File: src/rtl/axi_core_master_if.sv
// AXI4 bus bundle shared by initiators and responders.
// Master modport drives AW/W/AR payloads and valids plus the B/R readys;
// Slave modport is the mirror image.
interface AXI_BUS #(
  parameter int unsigned AXI_ADDR_WIDTH = 32,
  parameter int unsigned AXI_DATA_WIDTH = 32,
  parameter int unsigned AXI_ID_WIDTH   = 16,
  parameter int unsigned AXI_USER_WIDTH = 10
);
  localparam int unsigned STRB_W = AXI_DATA_WIDTH / 8;

  logic [AXI_ID_WIDTH-1:0]   aw_id;
  logic [AXI_ADDR_WIDTH-1:0] aw_addr;
  logic [7:0]                aw_len;
  logic [2:0]                aw_size;
  logic [1:0]                aw_burst;
  logic                      aw_lock;
  logic [3:0]                aw_cache;
  logic [2:0]                aw_prot;
  logic [3:0]                aw_qos;
  logic [3:0]                aw_region;
  logic [5:0]                aw_atop;
  logic [AXI_USER_WIDTH-1:0] aw_user;
  logic                      aw_valid;
  logic                      aw_ready;

  logic [AXI_DATA_WIDTH-1:0] w_data;
  logic [STRB_W-1:0]         w_strb;
  logic                      w_last;
  logic [AXI_USER_WIDTH-1:0] w_user;
  logic                      w_valid;
  logic                      w_ready;

  logic [AXI_ID_WIDTH-1:0]   b_id;
  logic [1:0]                b_resp;
  logic [AXI_USER_WIDTH-1:0] b_user;
  logic                      b_valid;
  logic                      b_ready;

  logic [AXI_ID_WIDTH-1:0]   ar_id;
  logic [AXI_ADDR_WIDTH-1:0] ar_addr;
  logic [7:0]                ar_len;
  logic [2:0]                ar_size;
  logic [1:0]                ar_burst;
  logic                      ar_lock;
  logic [3:0]                ar_cache;
  logic [2:0]                ar_prot;
  logic [3:0]                ar_qos;
  logic [3:0]                ar_region;
  logic [AXI_USER_WIDTH-1:0] ar_user;
  logic                      ar_valid;
  logic                      ar_ready;

  logic [AXI_ID_WIDTH-1:0]   r_id;
  logic [AXI_DATA_WIDTH-1:0] r_data;
  logic [1:0]                r_resp;
  logic                      r_last;
  logic [AXI_USER_WIDTH-1:0] r_user;
  logic                      r_valid;
  logic                      r_ready;

  modport Master (
    output aw_id, aw_addr, aw_len, aw_size, aw_burst, aw_lock, aw_cache, aw_prot,
           aw_qos, aw_region, aw_atop, aw_user, aw_valid,
    input  aw_ready,
    output w_data, w_strb, w_last, w_user, w_valid,
    input  w_ready,
    input  b_id, b_resp, b_user, b_valid,
    output b_ready,
    output ar_id, ar_addr, ar_len, ar_size, ar_burst, ar_lock, ar_cache, ar_prot,
           ar_qos, ar_region, ar_user, ar_valid,
    input  ar_ready,
    input  r_id, r_data, r_resp, r_last, r_user, r_valid,
    output r_ready
  );

  modport Slave (
    input  aw_id, aw_addr, aw_len, aw_size, aw_burst, aw_lock, aw_cache, aw_prot,
           aw_qos, aw_region, aw_atop, aw_user, aw_valid,
    output aw_ready,
    input  w_data, w_strb, w_last, w_user, w_valid,
    output w_ready,
    output b_id, b_resp, b_user, b_valid,
    input  b_ready,
    input  ar_id, ar_addr, ar_len, ar_size, ar_burst, ar_lock, ar_cache, ar_prot,
           ar_qos, ar_region, ar_user, ar_valid,
    output ar_ready,
    output r_id, r_data, r_resp, r_last, r_user, r_valid,
    input  r_ready
  );
endinterface

File: src/rtl/axi_core_master.sv
// Single-outstanding AXI4 initiator: turns the core's req/gnt/rvalid data
// port into single-beat AXI4 reads and writes.
// Ports: clk_i/rst_ni (async active-low), core side req_i/gnt_o/addr_i/we_i/
// be_i/wdata_i/rvalid_o/rdata_o/err_o, and the AXI_Master bus port.
module axi_core_master #(
  parameter int unsigned AXI_ADDR_WIDTH = 32,
  parameter int unsigned AXI_DATA_WIDTH = 32,
  parameter int unsigned AXI_ID_WIDTH   = 16,
  parameter int unsigned AXI_USER_WIDTH = 10,
  parameter int unsigned AXI_ID         = 0
) (
  input  logic        clk_i,
  input  logic        rst_ni,
  input  logic        req_i,
  output logic        gnt_o,
  input  logic [31:0] addr_i,
  input  logic        we_i,
  input  logic [3:0]  be_i,
  input  logic [31:0] wdata_i,
  output logic        rvalid_o,
  output logic [31:0] rdata_o,
  output logic        err_o,
  AXI_BUS.Master      AXI_Master
);
  localparam int unsigned STRB_W = AXI_DATA_WIDTH / 8;

  typedef enum logic [2:0] {IDLE, WR_REQ, WR_RESP, RD_REQ, RD_RESP} state_t;

  state_t                    state;
  logic [AXI_ADDR_WIDTH-1:0] addr_q;
  logic [3:0]                be_q;
  logic [31:0]               wdata_q;
  logic                      aw_valid_q;
  logic                      w_valid_q;
  logic                      ar_valid_q;
  logic                      b_ready_q;
  logic                      r_ready_q;
  logic                      aw_hs;
  logic                      w_hs;
  logic                      ar_hs;

  // Only IDLE grants, so a held request waits out the current transaction.
  assign gnt_o = req_i && (state == IDLE);

  assign aw_hs = aw_valid_q && AXI_Master.aw_ready;
  assign w_hs  = w_valid_q  && AXI_Master.w_ready;
  assign ar_hs = ar_valid_q && AXI_Master.ar_ready;

  // Transaction FSM; the valid registers double as the AW/W pending flags.
  always_ff @(posedge clk_i or negedge rst_ni) begin
    if (!rst_ni) begin
      state      <= IDLE;
      addr_q     <= '0;
      be_q       <= '0;
      wdata_q    <= '0;
      aw_valid_q <= 1'b0;
      w_valid_q  <= 1'b0;
      ar_valid_q <= 1'b0;
      b_ready_q  <= 1'b0;
      r_ready_q  <= 1'b0;
      rvalid_o   <= 1'b0;
      rdata_o    <= '0;
      err_o      <= 1'b0;
    end else begin
      rvalid_o <= 1'b0;
      case (state)
        IDLE: begin
          if (req_i) begin
            addr_q  <= AXI_ADDR_WIDTH'(addr_i);
            be_q    <= be_i;
            wdata_q <= wdata_i;
            if (we_i) begin
              aw_valid_q <= 1'b1;
              w_valid_q  <= 1'b1;
              state      <= WR_REQ;
            end else begin
              ar_valid_q <= 1'b1;
              state      <= RD_REQ;
            end
          end
        end
        WR_REQ: begin
          if (aw_hs) aw_valid_q <= 1'b0;
          if (w_hs)  w_valid_q  <= 1'b0;
          // Leave once neither channel is still waiting for its handshake.
          if ((aw_hs || !aw_valid_q) && (w_hs || !w_valid_q)) begin
            b_ready_q <= 1'b1;
            state     <= WR_RESP;
          end
        end
        WR_RESP: begin
          if (AXI_Master.b_valid) begin
            b_ready_q <= 1'b0;
            err_o     <= AXI_Master.b_resp[1];
            rvalid_o  <= 1'b1;
            state     <= IDLE;
          end
        end
        RD_REQ: begin
          if (ar_hs) begin
            ar_valid_q <= 1'b0;
            r_ready_q  <= 1'b1;
            state      <= RD_RESP;
          end
        end
        RD_RESP: begin
          if (AXI_Master.r_valid) begin
            r_ready_q <= 1'b0;
            rdata_o   <= 32'(AXI_Master.r_data);
            err_o     <= AXI_Master.r_resp[1];
            rvalid_o  <= 1'b1;
            state     <= IDLE;
          end
        end
        default: state <= IDLE;
      endcase
    end
  end

  // Write address channel: single-beat 32-bit INCR.
  assign AXI_Master.aw_id     = AXI_ID_WIDTH'(AXI_ID);
  assign AXI_Master.aw_addr   = addr_q;
  assign AXI_Master.aw_len    = 8'd0;
  assign AXI_Master.aw_size   = 3'b010;
  assign AXI_Master.aw_burst  = 2'b01;
  assign AXI_Master.aw_lock   = 1'b0;
  assign AXI_Master.aw_cache  = 4'd0;
  assign AXI_Master.aw_prot   = 3'd0;
  assign AXI_Master.aw_qos    = 4'd0;
  assign AXI_Master.aw_region = 4'd0;
  assign AXI_Master.aw_atop   = 6'd0;
  assign AXI_Master.aw_user   = AXI_USER_WIDTH'(0);
  assign AXI_Master.aw_valid  = aw_valid_q;

  // Write data channel.
  assign AXI_Master.w_data  = AXI_DATA_WIDTH'(wdata_q);
  assign AXI_Master.w_strb  = STRB_W'(be_q);
  assign AXI_Master.w_last  = 1'b1;
  assign AXI_Master.w_user  = AXI_USER_WIDTH'(0);
  assign AXI_Master.w_valid = w_valid_q;

  assign AXI_Master.b_ready = b_ready_q;

  // Read address channel.
  assign AXI_Master.ar_id     = AXI_ID_WIDTH'(AXI_ID);
  assign AXI_Master.ar_addr   = addr_q;
  assign AXI_Master.ar_len    = 8'd0;
  assign AXI_Master.ar_size   = 3'b010;
  assign AXI_Master.ar_burst  = 2'b01;
  assign AXI_Master.ar_lock   = 1'b0;
  assign AXI_Master.ar_cache  = 4'd0;
  assign AXI_Master.ar_prot   = 3'd0;
  assign AXI_Master.ar_qos    = 4'd0;
  assign AXI_Master.ar_region = 4'd0;
  assign AXI_Master.ar_user   = AXI_USER_WIDTH'(0);
  assign AXI_Master.ar_valid  = ar_valid_q;

  assign AXI_Master.r_ready = r_ready_q;
endmodule

File: src/flat_wrapper.sv
// flat-port wrapper written by rule: the top's interface ports become plain ports
module axi_core_master_flat 
#(
  parameter int unsigned AXI_ADDR_WIDTH = 32,
  parameter int unsigned AXI_DATA_WIDTH = 32,
  parameter int unsigned AXI_ID_WIDTH   = 16,
  parameter int unsigned AXI_USER_WIDTH = 10,
  parameter int unsigned AXI_ID         = 0
)
  (clk_i, rst_ni, req_i, gnt_o, addr_i, we_i, be_i, wdata_i, rvalid_o, rdata_o, err_o, AXI_Master_aw_id, AXI_Master_aw_addr, AXI_Master_aw_len, AXI_Master_aw_size, AXI_Master_aw_burst, AXI_Master_aw_lock, AXI_Master_aw_cache, AXI_Master_aw_prot, AXI_Master_aw_qos, AXI_Master_aw_region, AXI_Master_aw_atop, AXI_Master_aw_user, AXI_Master_aw_valid, AXI_Master_aw_ready, AXI_Master_w_data, AXI_Master_w_strb, AXI_Master_w_last, AXI_Master_w_user, AXI_Master_w_valid, AXI_Master_w_ready, AXI_Master_b_id, AXI_Master_b_resp, AXI_Master_b_user, AXI_Master_b_valid, AXI_Master_b_ready, AXI_Master_ar_id, AXI_Master_ar_addr, AXI_Master_ar_len, AXI_Master_ar_size, AXI_Master_ar_burst, AXI_Master_ar_lock, AXI_Master_ar_cache, AXI_Master_ar_prot, AXI_Master_ar_qos, AXI_Master_ar_region, AXI_Master_ar_user, AXI_Master_ar_valid, AXI_Master_ar_ready, AXI_Master_r_id, AXI_Master_r_data, AXI_Master_r_resp, AXI_Master_r_last, AXI_Master_r_user, AXI_Master_r_valid, AXI_Master_r_ready);
  AXI_BUS #(.AXI_ADDR_WIDTH(AXI_ADDR_WIDTH), .AXI_DATA_WIDTH(AXI_DATA_WIDTH), .AXI_ID_WIDTH(AXI_ID_WIDTH), .AXI_USER_WIDTH(AXI_USER_WIDTH)) AXI_Master_i ();
  input  logic clk_i;
  input  logic rst_ni;
  input  logic req_i;
  output logic gnt_o;
  input  logic [31:0] addr_i;
  input  logic we_i;
  input  logic [3:0] be_i;
  input  logic [31:0] wdata_i;
  output logic rvalid_o;
  output logic [31:0] rdata_o;
  output logic err_o;
  output wire logic [$bits(AXI_Master_i.aw_id)-1:0] AXI_Master_aw_id;
  output wire logic [$bits(AXI_Master_i.aw_addr)-1:0] AXI_Master_aw_addr;
  output wire logic [$bits(AXI_Master_i.aw_len)-1:0] AXI_Master_aw_len;
  output wire logic [$bits(AXI_Master_i.aw_size)-1:0] AXI_Master_aw_size;
  output wire logic [$bits(AXI_Master_i.aw_burst)-1:0] AXI_Master_aw_burst;
  output wire logic [$bits(AXI_Master_i.aw_lock)-1:0] AXI_Master_aw_lock;
  output wire logic [$bits(AXI_Master_i.aw_cache)-1:0] AXI_Master_aw_cache;
  output wire logic [$bits(AXI_Master_i.aw_prot)-1:0] AXI_Master_aw_prot;
  output wire logic [$bits(AXI_Master_i.aw_qos)-1:0] AXI_Master_aw_qos;
  output wire logic [$bits(AXI_Master_i.aw_region)-1:0] AXI_Master_aw_region;
  output wire logic [$bits(AXI_Master_i.aw_atop)-1:0] AXI_Master_aw_atop;
  output wire logic [$bits(AXI_Master_i.aw_user)-1:0] AXI_Master_aw_user;
  output wire logic [$bits(AXI_Master_i.aw_valid)-1:0] AXI_Master_aw_valid;
  input wire logic [$bits(AXI_Master_i.aw_ready)-1:0] AXI_Master_aw_ready;
  output wire logic [$bits(AXI_Master_i.w_data)-1:0] AXI_Master_w_data;
  output wire logic [$bits(AXI_Master_i.w_strb)-1:0] AXI_Master_w_strb;
  output wire logic [$bits(AXI_Master_i.w_last)-1:0] AXI_Master_w_last;
  output wire logic [$bits(AXI_Master_i.w_user)-1:0] AXI_Master_w_user;
  output wire logic [$bits(AXI_Master_i.w_valid)-1:0] AXI_Master_w_valid;
  input wire logic [$bits(AXI_Master_i.w_ready)-1:0] AXI_Master_w_ready;
  input wire logic [$bits(AXI_Master_i.b_id)-1:0] AXI_Master_b_id;
  input wire logic [$bits(AXI_Master_i.b_resp)-1:0] AXI_Master_b_resp;
  input wire logic [$bits(AXI_Master_i.b_user)-1:0] AXI_Master_b_user;
  input wire logic [$bits(AXI_Master_i.b_valid)-1:0] AXI_Master_b_valid;
  output wire logic [$bits(AXI_Master_i.b_ready)-1:0] AXI_Master_b_ready;
  output wire logic [$bits(AXI_Master_i.ar_id)-1:0] AXI_Master_ar_id;
  output wire logic [$bits(AXI_Master_i.ar_addr)-1:0] AXI_Master_ar_addr;
  output wire logic [$bits(AXI_Master_i.ar_len)-1:0] AXI_Master_ar_len;
  output wire logic [$bits(AXI_Master_i.ar_size)-1:0] AXI_Master_ar_size;
  output wire logic [$bits(AXI_Master_i.ar_burst)-1:0] AXI_Master_ar_burst;
  output wire logic [$bits(AXI_Master_i.ar_lock)-1:0] AXI_Master_ar_lock;
  output wire logic [$bits(AXI_Master_i.ar_cache)-1:0] AXI_Master_ar_cache;
  output wire logic [$bits(AXI_Master_i.ar_prot)-1:0] AXI_Master_ar_prot;
  output wire logic [$bits(AXI_Master_i.ar_qos)-1:0] AXI_Master_ar_qos;
  output wire logic [$bits(AXI_Master_i.ar_region)-1:0] AXI_Master_ar_region;
  output wire logic [$bits(AXI_Master_i.ar_user)-1:0] AXI_Master_ar_user;
  output wire logic [$bits(AXI_Master_i.ar_valid)-1:0] AXI_Master_ar_valid;
  input wire logic [$bits(AXI_Master_i.ar_ready)-1:0] AXI_Master_ar_ready;
  input wire logic [$bits(AXI_Master_i.r_id)-1:0] AXI_Master_r_id;
  input wire logic [$bits(AXI_Master_i.r_data)-1:0] AXI_Master_r_data;
  input wire logic [$bits(AXI_Master_i.r_resp)-1:0] AXI_Master_r_resp;
  input wire logic [$bits(AXI_Master_i.r_last)-1:0] AXI_Master_r_last;
  input wire logic [$bits(AXI_Master_i.r_user)-1:0] AXI_Master_r_user;
  input wire logic [$bits(AXI_Master_i.r_valid)-1:0] AXI_Master_r_valid;
  output wire logic [$bits(AXI_Master_i.r_ready)-1:0] AXI_Master_r_ready;
  assign AXI_Master_aw_id = AXI_Master_i.aw_id;
  assign AXI_Master_aw_addr = AXI_Master_i.aw_addr;
  assign AXI_Master_aw_len = AXI_Master_i.aw_len;
  assign AXI_Master_aw_size = AXI_Master_i.aw_size;
  assign AXI_Master_aw_burst = AXI_Master_i.aw_burst;
  assign AXI_Master_aw_lock = AXI_Master_i.aw_lock;
  assign AXI_Master_aw_cache = AXI_Master_i.aw_cache;
  assign AXI_Master_aw_prot = AXI_Master_i.aw_prot;
  assign AXI_Master_aw_qos = AXI_Master_i.aw_qos;
  assign AXI_Master_aw_region = AXI_Master_i.aw_region;
  assign AXI_Master_aw_atop = AXI_Master_i.aw_atop;
  assign AXI_Master_aw_user = AXI_Master_i.aw_user;
  assign AXI_Master_aw_valid = AXI_Master_i.aw_valid;
  assign AXI_Master_i.aw_ready = AXI_Master_aw_ready;
  assign AXI_Master_w_data = AXI_Master_i.w_data;
  assign AXI_Master_w_strb = AXI_Master_i.w_strb;
  assign AXI_Master_w_last = AXI_Master_i.w_last;
  assign AXI_Master_w_user = AXI_Master_i.w_user;
  assign AXI_Master_w_valid = AXI_Master_i.w_valid;
  assign AXI_Master_i.w_ready = AXI_Master_w_ready;
  assign AXI_Master_i.b_id = AXI_Master_b_id;
  assign AXI_Master_i.b_resp = AXI_Master_b_resp;
  assign AXI_Master_i.b_user = AXI_Master_b_user;
  assign AXI_Master_i.b_valid = AXI_Master_b_valid;
  assign AXI_Master_b_ready = AXI_Master_i.b_ready;
  assign AXI_Master_ar_id = AXI_Master_i.ar_id;
  assign AXI_Master_ar_addr = AXI_Master_i.ar_addr;
  assign AXI_Master_ar_len = AXI_Master_i.ar_len;
  assign AXI_Master_ar_size = AXI_Master_i.ar_size;
  assign AXI_Master_ar_burst = AXI_Master_i.ar_burst;
  assign AXI_Master_ar_lock = AXI_Master_i.ar_lock;
  assign AXI_Master_ar_cache = AXI_Master_i.ar_cache;
  assign AXI_Master_ar_prot = AXI_Master_i.ar_prot;
  assign AXI_Master_ar_qos = AXI_Master_i.ar_qos;
  assign AXI_Master_ar_region = AXI_Master_i.ar_region;
  assign AXI_Master_ar_user = AXI_Master_i.ar_user;
  assign AXI_Master_ar_valid = AXI_Master_i.ar_valid;
  assign AXI_Master_i.ar_ready = AXI_Master_ar_ready;
  assign AXI_Master_i.r_id = AXI_Master_r_id;
  assign AXI_Master_i.r_data = AXI_Master_r_data;
  assign AXI_Master_i.r_resp = AXI_Master_r_resp;
  assign AXI_Master_i.r_last = AXI_Master_r_last;
  assign AXI_Master_i.r_user = AXI_Master_r_user;
  assign AXI_Master_i.r_valid = AXI_Master_r_valid;
  assign AXI_Master_r_ready = AXI_Master_i.r_ready;
  axi_core_master #(.AXI_ADDR_WIDTH(AXI_ADDR_WIDTH), .AXI_DATA_WIDTH(AXI_DATA_WIDTH), .AXI_ID_WIDTH(AXI_ID_WIDTH), .AXI_USER_WIDTH(AXI_USER_WIDTH), .AXI_ID(AXI_ID)) u_core (.clk_i(clk_i), .rst_ni(rst_ni), .req_i(req_i), .gnt_o(gnt_o), .addr_i(addr_i), .we_i(we_i), .be_i(be_i), .wdata_i(wdata_i), .rvalid_o(rvalid_o), .rdata_o(rdata_o), .err_o(err_o), .AXI_Master(AXI_Master_i));
endmodule
File: config.mk
export PLATFORM = sky130hd
export DESIGN_NAME = axi_core_master_flat
export DESIGN_NICKNAME = d
export VERILOG_FILES = /design/src/rtl/axi_core_master_if.sv /design/src/rtl/axi_core_master.sv /design/src/flat_wrapper.sv
export SDC_FILE = /design/constraint.sdc
export NUM_CORES = 1
export LEC_CHECK = 0
export ABC_AREA = 1
export BUFFER_PORTS_ARGS = -buffer_cell sky130_fd_sc_hd__buf_2
export CAP_MARGIN = 10
export CORE_AREA = 5 5 163 165
export CTS_CLUSTER_DIAMETER = 100
export DETAILED_ROUTE_END_ITERATION = 8
export DIE_AREA = 0 0 168 170
export GPL_TIMING_DRIVEN = 0
export HOLD_SLACK_MARGIN = 0.02
export MAX_ROUTING_LAYER = met4
export PLACE_DENSITY = 0.59
export SLEW_MARGIN = 5
export SYNTH_ARGS = -nofsm -noshare
export SYNTH_HDL_FRONTEND = slang
export SYNTH_SLANG_ARGS = --single-unit
export TNS_END_PERCENT = 50
File: constraint.sdc
create_clock -name clk_i -period 1.5 [get_ports clk_i]
set_clock_uncertainty 0.15 [all_clocks]
set_input_delay 0.15 -clock clk_i [delete_from_list [all_inputs] [get_ports clk_i]]
set_output_delay 0.15 -clock clk_i [all_outputs]
set_load 0.01 [all_outputs]
======== After elaboration in Yosys (flattened, before gate mapping) ========
Cells that the tools add are included.
W data, S select, Z words.
storage, ports and cells
  bits in registers ....................... 110
  input port bits ......................... 166
  logic and storage cells ................. 78
  output and inout bits ................... 267
operators by class
  mux-type cells .......................... 29
  eq/ne operators ......................... 13
  reduce and logical (&&, ||, !) cells .... 24
operator list
  cell                  number
  $mux W1               15
  $mux W3               5
  $pmux W3 S5           1
  $pmux W1 S2           7
  $reduce_and A4 Y1     3
  $ne A2 B2 Y1 const B  5
  $reduce_bool A2 Y1    5
  $reduce_and A3 Y1     3
  $ne A2 B1 Y1 const B  4
  $eq A3 B2 Y1 const B  2
  $logic_and A1 B1 Y1   5
  $reduce_and A5 Y1     1
  $reduce_and A2 Y1     2
  $eq A3 B1 Y1 const B  1
  $eq A3 B3 Y1 const B  1
  $logic_not A3 Y1      1
  $logic_not A1 Y1      2
  $logic_or A1 B1 Y1    2
  $mux W2               1

======== Logic depth before layout (Yosys ltp) ========
  depth in word-level cells ............... 5
  gate-level depth with buffers ........... 9
  depth with buffers taken out ............ 8

======== Worst setup path after synthesis ========
No wires, ideal clock.
  kind .................................... register to register
  from .................................... reg u_core.state[1]
  to ...................................... reg u_core.addr_q[10], in the netlist u_core.AXI_Master.ar_addr[10]
  cell stages (with the launch flop) ...... 9
  setup time .............................. 117 ps
  slack ................................... -21 ps
  arrival time ............................ 1255 ps
  required time ........................... 1233 ps
  path buffers ............................ 2
  period minus slack after synthesis ...... 1521 ps
  path through ............................ dfrtp_1 nor2_4 nand2_1 nor2_4 inv_2 buf_6 buf_4 nand2_1 nand2_1
between the ends
  longest elaborated chain between the ends .. 2
ends and longest elaborated chain
  item                                RTL line               RTL
  from (decl)                         axi_core_master.sv:29  state_t state;
  from (signal assigned)              axi_core_master.sv:52  state <= IDLE;
  from (signal assigned)              axi_core_master.sv:75  state <= WR_REQ;
  from (signal assigned)              axi_core_master.sv:78  state <= RD_REQ;
  $logic_not A3 Y1                    axi_core_master.sv:66  case (state)
  $reduce_and A2 Y1 (no source line)  n/a
  to (signal assigned)                axi_core_master.sv:69  addr_q <= AXI_ADDR_WIDTH'(addr_i);
  to (decl)                           axi_core_master.sv:30  logic [AXI_ADDR_WIDTH-1:0] addr_q;
No other way between the ends.
A chain may end at the register's enable or synchronous reset.

======== Final worst setup path ========
  from .................................... reg u_core.state[0]
  to ...................................... reg u_core.addr_q[7], in the netlist u_core.AXI_Master.ar_addr[7]
The elaborated chain is that of the path after synthesis.

==> results.md <==
- Total power: 15.8 mW
- Xor/xnor share of the synthesized area: 0%
- Dpl hpwl: 13.9 mm
- VDD IR max: ~0.00060 V
- Gpl congestion: 0.819
- CP Data Required Time: between 1.5 and 2 ns
- Syn Inst Count: 660
- Count of pins over their slew limit: 0
- Die area: 28,600 sq um
- Hold crit path type: input port to register
- Fin worst setup slack: -0.174 ns
- Design area: 9540 sq um
- Net count, final: 1,340
- Biggest area consumer among synthesized cells: dfrtp_1
- Post-layout min period: 1.67 ns
- H-tree depth: 3
- Die Wd: 168 um
- Vias post-DR: 5,393
- Crit Path Max Fanout: 7
- Setup TNS: -5.74 ns
- Vias in the first global route: 5,368
- Row count: 58
- Worst Path Arrival: between 1.5 and 2 ns
- Post-layout util: 38.3%
- Placed Area: between 7000 and 8000 sq um
- Skew-Pair Late Insertion Delay: 0.35 ns
- Placed insts: approximately 1,400
- Final setup viols: 73
- Mux share of post-synthesis cell area: 0%
- Avg Cell Area, Syn: 8.32 sq um
- Routed length on met2: about 9.5 mm
- Syn. warnings: 0
- Met1 WL: ~7.8 mm
- Most frequent cells in the layout: nand2_1 (317), buf_2 (249), buf_4 (172)
- RSZ-0062 raised after global routing: yes
- Synth Area in Adders: 0%
- Commonest non-fill, non-tap cell in the layout: nand2_1
- CTS root buf: clkbuf_16
- Initial Util: 22.1%
- Max-cap violations: 0
- #FFs+latches synth: 110
- Layout cells sized above 1: 41.0%
- WL/cell: 12.7 um
- Power per cell area: 1650 nW/um^2
- Pre-CTS setup slack: -0.541 ns
- I/O pin total: around 430
- Hold Slack: 0.0850 ns
- Cell variety after synth: 16
- Clk sink count: 110
- Synth-to-Final Area Change: 73.9%
- Startpoint Class: register
- Iteration-0 DRC count of the detailed router: 232
- TritonCTS clock tree: done
- Post-Syn Area: 5490 sq um
- DR WL met3: around 1.5 mm
- Clock buffer depth: 2
- Crit end category: register
- Final std cells w/o fill: 1,510
- Largest family of logic cells by synthesized area: buffers and inverters
- Failing checks: negative setup slack
- Reg2reg setup slack: -0.17 ns
- Grt ovf: 0
- First-pass GRT wire length: about 28 mm
- Compound-Gate Fraction of Synth Area: less than 1%
- Worst rel slew slack: 61.0%
- Die H: between 150 and 200 um
- Final critical-path share of the clock period: 112%
- DRC: 0
- Vias/cell: 3.57
- Setup CP Type: register to register
- Largest net degree at the start of global routing: 60
- Status: finished, violations left
- Final Hold Fails: 0
- Core box area: 24,900 sq um
- Detail Route Antenna Nets: 0
- GRT Total Usage: 12.8%
- Leak Pwr: 5.66 nW
- Top layer in use: met4
- Synth Area in Simple Gates: 24.2%
- Num CTS Buffers: 9
- Total iterations of the first detailed-routing run: 6
- Initial antenna violation count: 0
- Worst-path clk slew: about 0.09 ns
- Port bufs: 250
- Sequential fraction of the synthesis area: 50.1%
- Post-synth top area share: 50.1%
- Ranking of synthesized cells by area: dfrtp_1 (50%), nand2_1 (22%), buf_4 (22%)
- Measured slew at the worst slew-check pin: ~0.58 ns
- Post-Route WL: 19.1 mm
- Max frequency: 0.598 GHz
-- flip-flops by register name, indices dropped and copies added (netlist names) --
register,flops
u_core.AXI_Master.b_ready,1
u_core.AXI_Master.r_ready,1
u_core.state,3
u_core.rdata_o,32
u_core.AXI_Master.w_valid,1
u_core.rvalid_o,1
u_core.err_o,1
u_core.AXI_Master.ar_valid,1
u_core.AXI_Master.w_data,32
u_core.AXI_Master.aw_valid,1
u_core.AXI_Master.ar_addr,32
u_core.AXI_Master.w_strb,4
-- path summary, 6_finish.rpt --
kind | startpoint | to | cells after the start
setup / recovery | u_core.state[0] | u_core.AXI_Master.ar_addr[7] | 9
hold / removal | AXI_Master_r_valid | u_core.rvalid_o | 3
setup reg to reg | u_core.state[0] | u_core.AXI_Master.ar_addr[7] | 9
hold reg to reg | u_core.AXI_Master.w_data[14] | u_core.AXI_Master.w_data[14] | 2
max in group asynchronous | rst_ni | u_core.rdata_o[12] | 3
min in group asynchronous | rst_ni | u_core.AXI_Master.w_data[21] | 2
-- synthesized netlist by cell type --
cell type / instances
nand2_1: 327
nand3b_1: 1
buf_2: 16
inv_1: 12
nand3_1: 10
nor2_1: 6
buf_6: 1
inv_2: 2
clkbuf_1: 3
o21bai_1: 1
conb_1: 2
nor2_4: 2
o21ai_0: 5
dfrtp_1: 110
buf_4: 160
a21oi_1: 2
-- where the power goes --
part	internal [mW]	total (mW)	switching (mW)
logic	3.74	7.92	4.19
clock network	1.34	2.60	1.26
registers	4.37	5.23	0.863
-- area by class of cell --
cell class | count | area [sq um]
clock inverters | 7 | 93.8
flip-flops and latches | 110 | 2750
clock buffers | 9 | 225
multi-input cells | 481 | 1900
plain buffers | 178 | 1420
well taps | 330 | 413
inverters | 14 | 65.1
fillers | 2455 | 15300
diodes | 1 | 2.50
repair buffers | 380 | 2670
-- worst max-delay path, cell delays in order, from the launching register on --
cell	delay (ns)
dfrtp_1	0.42
nor2_4	0.15
nand2_2	0.09
nor2_4	0.14
buf_8	0.16
inv_8	0.06
buf_8	0.14
clkbuf_16	0.15
nand2_1	0.05
nand2_1	0.04
-- kinds of logic (layout without fill, tap and decap cells) --
family,count (synthesis),in the layout
simple gates,346,346
compound gates,8,8
buf+inv,194,588
flops,110,110
other cells,2,128
-- what timing repair did --
item	4_1_cts	5_1_grt
hold buffers	109	0
setup endpoints to repair	107	106
pin swaps	3	12
buffers inserted	9	7
gates cloned	0	4
endpoints found under the hold margin	167	0
resized for setup	25	59
-- metal layers --
metal / global-route usage, % / vias up
met4: 4.45 / 0
li1: - / 2735
met1: 14.8 / 2378
met2: 21.8 / 257
met3: 3.21 / 23
met5: - / -
Note: power is estimated with default switching activity, not from simulation.
